## src/rtl/write_back_stage_pkg.sv

```systemverilog
// Shared write-back types: result source select and load kind.
package write_back_stage_pkg;

  typedef enum logic [1:0] {
    WB_SEL_MEM = 2'd0,
    WB_SEL_ALU = 2'd1,
    WB_SEL_PC  = 2'd2,
    WB_SEL_CSR = 2'd3
  } write_back_select_t;

  // Encodings 5..7 are unused and decode as LW.
  typedef enum logic [2:0] {
    LT_LB  = 3'd0,
    LT_LH  = 3'd1,
    LT_LW  = 3'd2,
    LT_LBU = 3'd3,
    LT_LHU = 3'd4
  } load_type_t;

endpackage

```

## src/rtl/write_back_stage_if.sv

```systemverilog
// Write-back stage bus: upstream instruction, load return, RF write and bypass.
interface write_back_stage_if
  import write_back_stage_pkg::*;
#(
  parameter int XLEN = 32
) ();

  logic               in_valid;
  logic               in_ready;
  write_back_select_t wb_sel;
  load_type_t         load_type;
  logic [1:0]         byte_off;
  logic [4:0]         rd_addr;
  logic               rd_we;
  logic [XLEN-1:0]    alu_in;
  logic [XLEN-1:0]    pc_in;
  logic [XLEN-1:0]    csr_in;
  logic               mem_rvalid;
  logic [XLEN-1:0]    mem_rdata;
  logic               rf_we;
  logic [4:0]         rf_waddr;
  logic [XLEN-1:0]    rf_wdata;
  logic               fwd_valid;
  logic [4:0]         fwd_addr;
  logic [XLEN-1:0]    fwd_data;
  logic               busy;

  modport master (
    output in_valid, wb_sel, load_type, byte_off, rd_addr, rd_we,
    output alu_in, pc_in, csr_in, mem_rvalid, mem_rdata,
    input  in_ready, rf_we, rf_waddr, rf_wdata, fwd_valid, fwd_addr, fwd_data, busy
  );

  modport slave (
    input  in_valid, wb_sel, load_type, byte_off, rd_addr, rd_we,
    input  alu_in, pc_in, csr_in, mem_rvalid, mem_rdata,
    output in_ready, rf_we, rf_waddr, rf_wdata, fwd_valid, fwd_addr, fwd_data, busy
  );

endinterface

```

## src/rtl/write_back_stage_load_align.sv

```systemverilog
// Load alignment and sign/zero extension of the raw memory word.
module load_align
  import write_back_stage_pkg::*;
#(
  parameter int XLEN = 32
) (
  input  logic [XLEN-1:0] word,
  input  load_type_t      load_type,
  input  logic [1:0]      byte_off,
  output logic [XLEN-1:0] data
);

  logic [31:0] word_lo;
  logic [7:0]  byte_sel;
  logic [15:0] half_sel;

  assign word_lo  = word[31:0];
  assign half_sel = byte_off[1] ? word_lo[31:16] : word_lo[15:0];

  // Upper bits of a 64-bit word never contribute to a load result.
  if (XLEN > 32) begin : g_unused_hi
    logic unused_hi;
    assign unused_hi = ^word[XLEN-1:32];
  end

  // Byte lane picked by the low address bits
  always_comb begin
    case (byte_off)
      2'd0:    byte_sel = word_lo[7:0];
      2'd1:    byte_sel = word_lo[15:8];
      2'd2:    byte_sel = word_lo[23:16];
      default: byte_sel = word_lo[31:24];
    endcase
  end

  // Extend the selected lane to the datapath width
  always_comb begin
    case (load_type)
      LT_LB:   data = XLEN'($signed(byte_sel));
      LT_LH:   data = XLEN'($signed(half_sel));
      LT_LBU:  data = XLEN'(byte_sel);
      LT_LHU:  data = XLEN'(half_sel);
      default: data = XLEN'($signed(word_lo));
    endcase
  end

endmodule

```

## src/rtl/write_back_stage.sv

```systemverilog
// Write-back stage: selects the result, waits for load data, commits to the RF.
module write_back_stage
  import write_back_stage_pkg::*;
#(
  parameter int XLEN    = 32,
  parameter int PC_STEP = 4
) (
  input logic               clk,
  input logic               rst_n,
  write_back_stage_if.slave bus
);

  localparam logic [1:0] ST_IDLE     = 2'd0;
  localparam logic [1:0] ST_WAIT_MEM = 2'd1;
  localparam logic [1:0] ST_COMMIT   = 2'd2;

  logic [1:0]      state_q, state_d;
  logic [4:0]      rd_addr_q, rd_addr_d;
  logic            rd_we_q, rd_we_d;
  logic [XLEN-1:0] wdata_q, wdata_d;
  load_type_t      load_type_q, load_type_d;
  logic [1:0]      byte_off_q, byte_off_d;

  logic            accept;
  load_type_t      align_type;
  logic [1:0]      align_off;
  logic [XLEN-1:0] load_data;
  logic [XLEN-1:0] op_value;

  assign bus.in_ready = (state_q != ST_WAIT_MEM);
  assign accept       = bus.in_valid && bus.in_ready;

  // While waiting, align with the latched load kind; otherwise with the new one.
  assign align_type = (state_q == ST_WAIT_MEM) ? load_type_q : bus.load_type;
  assign align_off  = (state_q == ST_WAIT_MEM) ? byte_off_q  : bus.byte_off;

  load_align #(
    .XLEN(XLEN)
  ) u_load_align (
    .word      (bus.mem_rdata),
    .load_type (align_type),
    .byte_off  (align_off),
    .data      (load_data)
  );

  // Non-memory operand; anything not PC/CSR falls back to the ALU result
  always_comb begin
    case (bus.wb_sel)
      WB_SEL_PC:  op_value = bus.pc_in + XLEN'(PC_STEP);
      WB_SEL_CSR: op_value = bus.csr_in;
      default:    op_value = bus.alu_in;
    endcase
  end

  // Next-state and latch logic
  always_comb begin
    state_d     = state_q;
    rd_addr_d   = rd_addr_q;
    rd_we_d     = rd_we_q;
    wdata_d     = wdata_q;
    load_type_d = load_type_q;
    byte_off_d  = byte_off_q;
    case (state_q)
      ST_WAIT_MEM: begin
        if (bus.mem_rvalid) begin
          state_d = ST_COMMIT;
          wdata_d = load_data;
        end
      end
      default: begin
        // IDLE and COMMIT both accept; mem_rvalid matters only with a MEM accept.
        state_d = ST_IDLE;
        if (accept) begin
          rd_addr_d   = bus.rd_addr;
          rd_we_d     = bus.rd_we;
          load_type_d = bus.load_type;
          byte_off_d  = bus.byte_off;
          if (bus.wb_sel == WB_SEL_MEM) begin
            if (bus.mem_rvalid) begin
              state_d = ST_COMMIT;
              wdata_d = load_data;
            end else begin
              state_d = ST_WAIT_MEM;
            end
          end else begin
            state_d = ST_COMMIT;
            wdata_d = op_value;
          end
        end
      end
    endcase
  end

  // State registers; reset drops any pending load
  always_ff @(posedge clk or negedge rst_n) begin
    if (!rst_n) begin
      state_q     <= ST_IDLE;
      rd_addr_q   <= '0;
      rd_we_q     <= 1'b0;
      wdata_q     <= '0;
      load_type_q <= LT_LW;
      byte_off_q  <= '0;
    end else begin
      state_q     <= state_d;
      rd_addr_q   <= rd_addr_d;
      rd_we_q     <= rd_we_d;
      wdata_q     <= wdata_d;
      load_type_q <= load_type_d;
      byte_off_q  <= byte_off_d;
    end
  end

  assign bus.rf_we     = (state_q == ST_COMMIT) && rd_we_q && (rd_addr_q != 5'd0);
  assign bus.rf_waddr  = rd_addr_q;
  assign bus.rf_wdata  = wdata_q;
  assign bus.fwd_valid = bus.rf_we;
  assign bus.fwd_addr  = rd_addr_q;
  assign bus.fwd_data  = wdata_q;
  assign bus.busy      = (state_q == ST_WAIT_MEM);

endmodule
```

## src/flat_wrapper.sv

```systemverilog
// flat-port wrapper written by rule: the top's interface ports become plain ports
module write_back_stage_flat import write_back_stage_pkg::*;
#(
  parameter int XLEN    = 32,
  parameter int PC_STEP = 4
)
  (clk, rst_n, bus_in_valid, bus_wb_sel, bus_load_type, bus_byte_off, bus_rd_addr, bus_rd_we, bus_alu_in, bus_pc_in, bus_csr_in, bus_mem_rvalid, bus_mem_rdata, bus_in_ready, bus_rf_we, bus_rf_waddr, bus_rf_wdata, bus_fwd_valid, bus_fwd_addr, bus_fwd_data, bus_busy);
  write_back_stage_if #(.XLEN(XLEN)) bus_i ();
  input logic clk;
  input logic rst_n;
  input wire logic [$bits(bus_i.in_valid)-1:0] bus_in_valid;
  input wire logic [$bits(bus_i.wb_sel)-1:0] bus_wb_sel;
  input wire logic [$bits(bus_i.load_type)-1:0] bus_load_type;
  input wire logic [$bits(bus_i.byte_off)-1:0] bus_byte_off;
  input wire logic [$bits(bus_i.rd_addr)-1:0] bus_rd_addr;
  input wire logic [$bits(bus_i.rd_we)-1:0] bus_rd_we;
  input wire logic [$bits(bus_i.alu_in)-1:0] bus_alu_in;
  input wire logic [$bits(bus_i.pc_in)-1:0] bus_pc_in;
  input wire logic [$bits(bus_i.csr_in)-1:0] bus_csr_in;
  input wire logic [$bits(bus_i.mem_rvalid)-1:0] bus_mem_rvalid;
  input wire logic [$bits(bus_i.mem_rdata)-1:0] bus_mem_rdata;
  output wire logic [$bits(bus_i.in_ready)-1:0] bus_in_ready;
  output wire logic [$bits(bus_i.rf_we)-1:0] bus_rf_we;
  output wire logic [$bits(bus_i.rf_waddr)-1:0] bus_rf_waddr;
  output wire logic [$bits(bus_i.rf_wdata)-1:0] bus_rf_wdata;
  output wire logic [$bits(bus_i.fwd_valid)-1:0] bus_fwd_valid;
  output wire logic [$bits(bus_i.fwd_addr)-1:0] bus_fwd_addr;
  output wire logic [$bits(bus_i.fwd_data)-1:0] bus_fwd_data;
  output wire logic [$bits(bus_i.busy)-1:0] bus_busy;
  assign bus_i.in_valid = bus_in_valid;
  assign bus_i.wb_sel = bus_wb_sel;
  assign bus_i.load_type = bus_load_type;
  assign bus_i.byte_off = bus_byte_off;
  assign bus_i.rd_addr = bus_rd_addr;
  assign bus_i.rd_we = bus_rd_we;
  assign bus_i.alu_in = bus_alu_in;
  assign bus_i.pc_in = bus_pc_in;
  assign bus_i.csr_in = bus_csr_in;
  assign bus_i.mem_rvalid = bus_mem_rvalid;
  assign bus_i.mem_rdata = bus_mem_rdata;
  assign bus_in_ready = bus_i.in_ready;
  assign bus_rf_we = bus_i.rf_we;
  assign bus_rf_waddr = bus_i.rf_waddr;
  assign bus_rf_wdata = bus_i.rf_wdata;
  assign bus_fwd_valid = bus_i.fwd_valid;
  assign bus_fwd_addr = bus_i.fwd_addr;
  assign bus_fwd_data = bus_i.fwd_data;
  assign bus_busy = bus_i.busy;
  write_back_stage #(.XLEN(XLEN), .PC_STEP(PC_STEP)) u_core (.clk(clk), .rst_n(rst_n), .bus(bus_i));
endmodule
```

## config.mk

```make
export PLATFORM = sky130hd
export DESIGN_NAME = write_back_stage_flat
export DESIGN_NICKNAME = d
export VERILOG_FILES = /design/src/rtl/write_back_stage_pkg.sv /design/src/rtl/write_back_stage_if.sv /design/src/rtl/write_back_stage_load_align.sv /design/src/rtl/write_back_stage.sv /design/src/flat_wrapper.sv
export SDC_FILE = /design/constraint.sdc
export NUM_CORES = 1
export LEC_CHECK = 0
export CAP_MARGIN = 30
export CORE_ASPECT_RATIO = 0.75
export CORE_MARGIN = 4
export CORE_UTILIZATION = 44
export DETAILED_ROUTE_END_ITERATION = 8
export GPL_ROUTABILITY_DRIVEN = 0
export PLACE_DENSITY = 0.95
export RECOVER_POWER = 50
export SYNTH_ARGS = -nofsm -noshare
export SYNTH_HDL_FRONTEND = slang
export SYNTH_SLANG_ARGS = --single-unit
```

## constraint.sdc

```tcl
create_clock -name clk -period 3.85 [get_ports clk]
set_input_delay 0.9625 -clock clk [delete_from_list [all_inputs] [get_ports clk]]
set_output_delay 0.9625 -clock clk [all_outputs]
set_load 0.02 [all_outputs]
```

Word level (Yosys, flattened, before mapping)
Cells that the tools add are included.
Word-level totals
  register bits: 45
  output and inout bits: 78
  word-level logic and storage cells: 43
Cells by class
  add/sub/neg operators: 1
  equality and inequality tests: 11
  mux-type cells: 15
  bitwise logic cells: 1
  reduce and logical (&&, ||, !) cells: 9
Operators by type and width (number)
  $mux 32: 4
  $pmux 32 s4: 1
  $pmux 32 s2: 1
  $add 32x3->32 const B: 1
  $pmux 8 s3: 1
  $mux 16: 1
  $mux 2: 6
  $eq 2x2->1 const B: 4
  $reduce_bool 5->1: 1
  $eq 2x1->1 const B: 2
  $logic_not 2->1: 2
  $eq 3x1->1 const B: 1
  $eq 3x2->1 const B: 1
  $eq 3x3->1 const B: 1
  $logic_and 1x1->1: 3
  $logic_not 3->1: 1
  $mux 3: 1
  $ne 2x1->1 const B: 1
  $ne 2x2->1 const B: 1
  $reduce_and 2->1: 1
  $reduce_bool 2->1: 1
  $not 1->1: 1

Depth between registers and ports, before layout
  depth after elaboration: 9
  mapped depth: 10
  depth with buffers taken out: 8

Cells and area by module
Synthesis repeated with hierarchy kept, for this count alone.
Second synthesis, totals
  cells, all modules: 636
  area, all modules: 4772.1 um^2
By module, submodules not included
  write_back_stage: times used 1, cells an instance 490, area an instance 3838.7 um^2, sequential area each 1127.3 um^2
  load_align: times used 1, cells an instance 146, area an instance 933.4 um^2, sequential area each 0.0 um^2

Worst setup path before layout
No wires, ideal clock.
  kind: input port to flip-flop
  from: input bus_wb_sel[0]
  to: register u_core.wdata_q[26], in the netlist u_core.bus.fwd_data[26]
  library setup time: 0.131 ns
  data arrival time: 2.367 ns
  path slack: 1.353 ns
  stages on the path: 7
  buffers on the path: 4
  cell sequence: clkbuf_1 clkbuf_1 clkbuf_1 clkbuf_1 a21oi_1 a311oi_1 a21oi_1
On the way
  word-level cells in the longest chain between the ends: 5
Ends and longest elaborated chain
  start: declaration: RTL line flat_wrapper.sv:12  | input wire logic [$bits(bus_i.wb_sel)-1:0] bus_wb_sel;
  $eq 2x2->1: RTL line write_back_stage.sv:48  | case (bus.wb_sel)
  $pmux 32 s2: RTL line write_back_stage.sv:48
  $mux 32 *: RTL line write_back_stage.sv:78  | if (bus.wb_sel == WB_SEL_MEM) begin
  $mux 32 *: RTL line write_back_stage.sv:73  | if (accept) begin
  $mux 32 *: RTL line write_back_stage.sv:63  | case (state_q)
  end signal: assignment: RTL line write_back_stage.sv:107  | wdata_q <= wdata_d;
  end: declaration: RTL line write_back_stage.sv:20  | logic [XLEN-1:0] wdata_q, wdata_d;
Every way passes the cells marked *; elsewhere a longest branch is shown, timed or not. The select of a mux whose other input is x is not followed.
A chain may end at the register's enable or synchronous reset.

Worst setup path in the final report
  from: input bus_pc_in[7]
  to: register u_core.wdata_q[13], in the netlist u_core.bus.fwd_data[13]
On the way
  word-level cells in the longest chain between the ends: 5
Ends and longest elaborated chain
  start: declaration: RTL line flat_wrapper.sv:18  | input wire logic [$bits(bus_i.pc_in)-1:0] bus_pc_in;
  $add 32x3->32: RTL line write_back_stage.sv:49  | WB_SEL_PC: op_value = bus.pc_in + XLEN'(PC_STEP);
  $pmux 32 s2: RTL line write_back_stage.sv:48
  $mux 32: RTL line write_back_stage.sv:78
  $mux 32: RTL line write_back_stage.sv:73
  $mux 32: RTL line write_back_stage.sv:63
No other way between the ends. The select of a mux whose other input is x is not followed.

==> results.md <==
* Synth-to-Final Area Change at 49.4%
* Async set-reset flop share out of synthesis at 1.00
* Resized cells post-CTS at 0
* Clock share of power at 0.238
* Worst Path Buf+Inv at 1
* CTS tree: done
* Worst setup SP type: input pin
* GRT Total Usage at 0.309
* Die X at 123 um
* Final Hold Vio Count at 0
* Maxcap violations at 1
* Slew headroom at -0.569
* # diodes at 0
* Clock Latency Late Sink at 300 ps
* Final Total Pwr at 0.00212 W
* Total Wirelength at 18600 um
* Worst-path maximum fanout at 6
* Number of remaining DRC errors at 0
* Layout cells sized above 1 at 0.0773
* Net Sw Frac at 0.377
* CTS clk-pin slew, worst paths at 70 ps
* Clock buffer depth at 2
* R2R Setup Slk at 960 ps
* Mapped Cells at 566
* Internal power at 0.00132 W
* Routed WL per cell at 21.4 um
* Crit-path cells: clkdlybuf4s50_1, nand4_2, nor4_2, xnor2_1, o211ai_1, a221oi_1, a211oi_1
* Post-synth EDFFs at 0
* Critical Path End Type: register
* CP arrival at 3310 ps
* Status: finished, violations left
* Post-layout minimum cycle time at 3150 ps
* Root Buffer Master: clkbuf_16
* Setup TNS at 0 ps
* Failing checks: max-capacitance violations, max-slew violations
* First-pass GRT wire length at 28300 um
* Hold buffer count at CTS at 0
* Die ar. at 11700 um2
* CTS Sinks at 45
* I/O pin count at 223
* Combinational Power Share at 0.463
* Vias/cell at 6.24
* Synthesized net count at 712
* Peak VDD IR at 0.178 mV
* Cell area after synthesis at 4400 um2
* Family with the most delay on the worst path: simple AND/OR/NAND/NOR gates
* P per Cell Area at 323 nW/um2
* Die height at 94.6 um
* Netlist cell types at 72
* Most frequent cells in the layout: clkdlybuf4s50_1 (180), nand2_1 (99), a21oi_1 (52)
* Yosys warning count at 0
* Starting density of the core at 0.453
* Slowest cell on the critical path: clkdlybuf4s50_1
* Vias at 5419
* Fillers at 793
* Seq/Total Area, Yosys at 0.256
* Worst slew pin tran at 2350 ps
* Slowest Stage Delay on Critical Path at 630 ps
* Post-CTS setup buffers at 0
* Num CTS Buffers at 5
* Core Rows at 31
* RSZ-0062 raised after global routing: false
* Syn avg cell area at 7.77 um2
* Setup Skew at 9.51 ps
* Sequential share of power at 0.298
* Commonest non-fill, non-tap cell in the layout: clkdlybuf4s50_1
* Number of I/O port buffers at 222
* Top FF cell, synth: dfrtp_1
* Vias in the first global route at 5359
* Hold WC Path Type: reg2reg
* # setup viols final at 0
* Grt ovf at 0
* DR iter-0 viols at 637
* Largest net degree at the start of global routing at 42
* NetSw at 0.000800 W
* Data required, critical path at 4010 ps
* Core box area at 9700 um2
* DRT antenna net count at 0
* Slew Limit Fails at 42
* Post-DP HPWL at 14600 um
* LEAKAGE at 2.61 nW
* Synthesized flop and latch total at 45
* Fmax at 317 MHz
* H-tree level count at 2
* 1st-pass router iterations at 6
* Kind of critical path: in2reg
* Nets@finish at 882
* Crit share post-route at 0.819
* Initial antenna violation count at 0
power groups by stage:
stage | clock network (W) | registers [W] | logic [W]
after floorplan | 0 | 0.000691 | 0.000475
after global placement | 0 | 0.000637 | 0.000972
after detailed placement | 0 | 0.000640 | 0.000990
after CTS | 0.000503 | 0.000634 | 0.000999
after global routing | 0.000518 | 0.000643 | 0.00104
final | 0.000506 | 0.000633 | 0.000983
metal layers:
layer,vias up,global-route usage,part of all wire
met5,-,0,0
met4,0,0.120,0.043
met3,84,0.0856,0.13
met2,470,0.503,0.46
met1,2498,0.388,0.37
li1,2367,-,-
logic make-up after synthesis:
group | after synthesis | synth area share
compound gates | 165 | 0.256
xor+xnor | 27 | 0.0555
flops | 45 | 0.256
buf+inv | 83 | 0.114
simple gates | 212 | 0.231
fa+ha+maj | 1 | 0.00285
mux | 33 | 0.0842
area by class of cell:
class                      instances  area (um2)  share of cell area
clock inverter                     2        38.8             0.00590
multi-input combinational        438        2770               0.421
sequential                        45        1130               0.172
timing repair buffer             235        2300               0.350
clock buffer                       6         129              0.0196
inverter                          11        41.3             0.00628
tap                              132         165              0.0251
final timing paths:
kind	start	end	cells after the start
setup / recovery	bus_pc_in[7]	u_core.bus.fwd_data[13]	7
hold / removal	u_core.rd_we_q	u_core.rd_we_q	2
setup reg to reg	u_core.state_q[1]	u_core.bus.fwd_data[1]	8
hold reg to reg	u_core.rd_we_q	u_core.rd_we_q	2
max in group asynchronous	rst_n	u_core.byte_off_q[1]	2
min in group asynchronous	rst_n	u_core.bus.fwd_data[2]	1
worst min-delay path, delay by kind of cell, from the launching register on:
family        cells  cell delay (ps)
simple gates      2              110
flops             1              340
cells in the mapped netlist, drive strengths merged, types with 12 or more instances:
master / count / area share
o21ai: 26 / 0.030
dfrtp: 44 / 0.25
nor2: 40 / 0.037
xor2: 18 / 0.038
nand2: 99 / 0.085
buf: 52 / 0.087
nand3: 17 / 0.019
a211oi: 13 / 0.027
o22ai: 18 / 0.026
mux2i: 24 / 0.060
clkbuf: 20 / 0.017
nor3: 12 / 0.015
a21oi: 52 / 0.059
stage by stage:
stage	hold WS (ps)	cell area, um2	utilization	std cells	worst slack (ps)
2_1_floorplan	446	4400	-	566	1350
3_3_place_gp	460	6400	0.660	860	659
3_5_place_dp	463	6420	0.662	861	487
4_1_cts	479	6590	0.679	869	794
5_1_grt	508	6570	0.678	869	411
6_report	480	6570	0.678	869	697
sequential cells by signal, summed over array words and instances, names as in the netlist:
signal,count
u_core.bus.fwd_data,32
u_core.byte_off_q,2
u_core.rd_we_q,1
u_core.load_type_q,3
u_core.bus.fwd_addr,5
u_core.state_q,2
No activity file was read; power rests on OpenSTA's default activity.
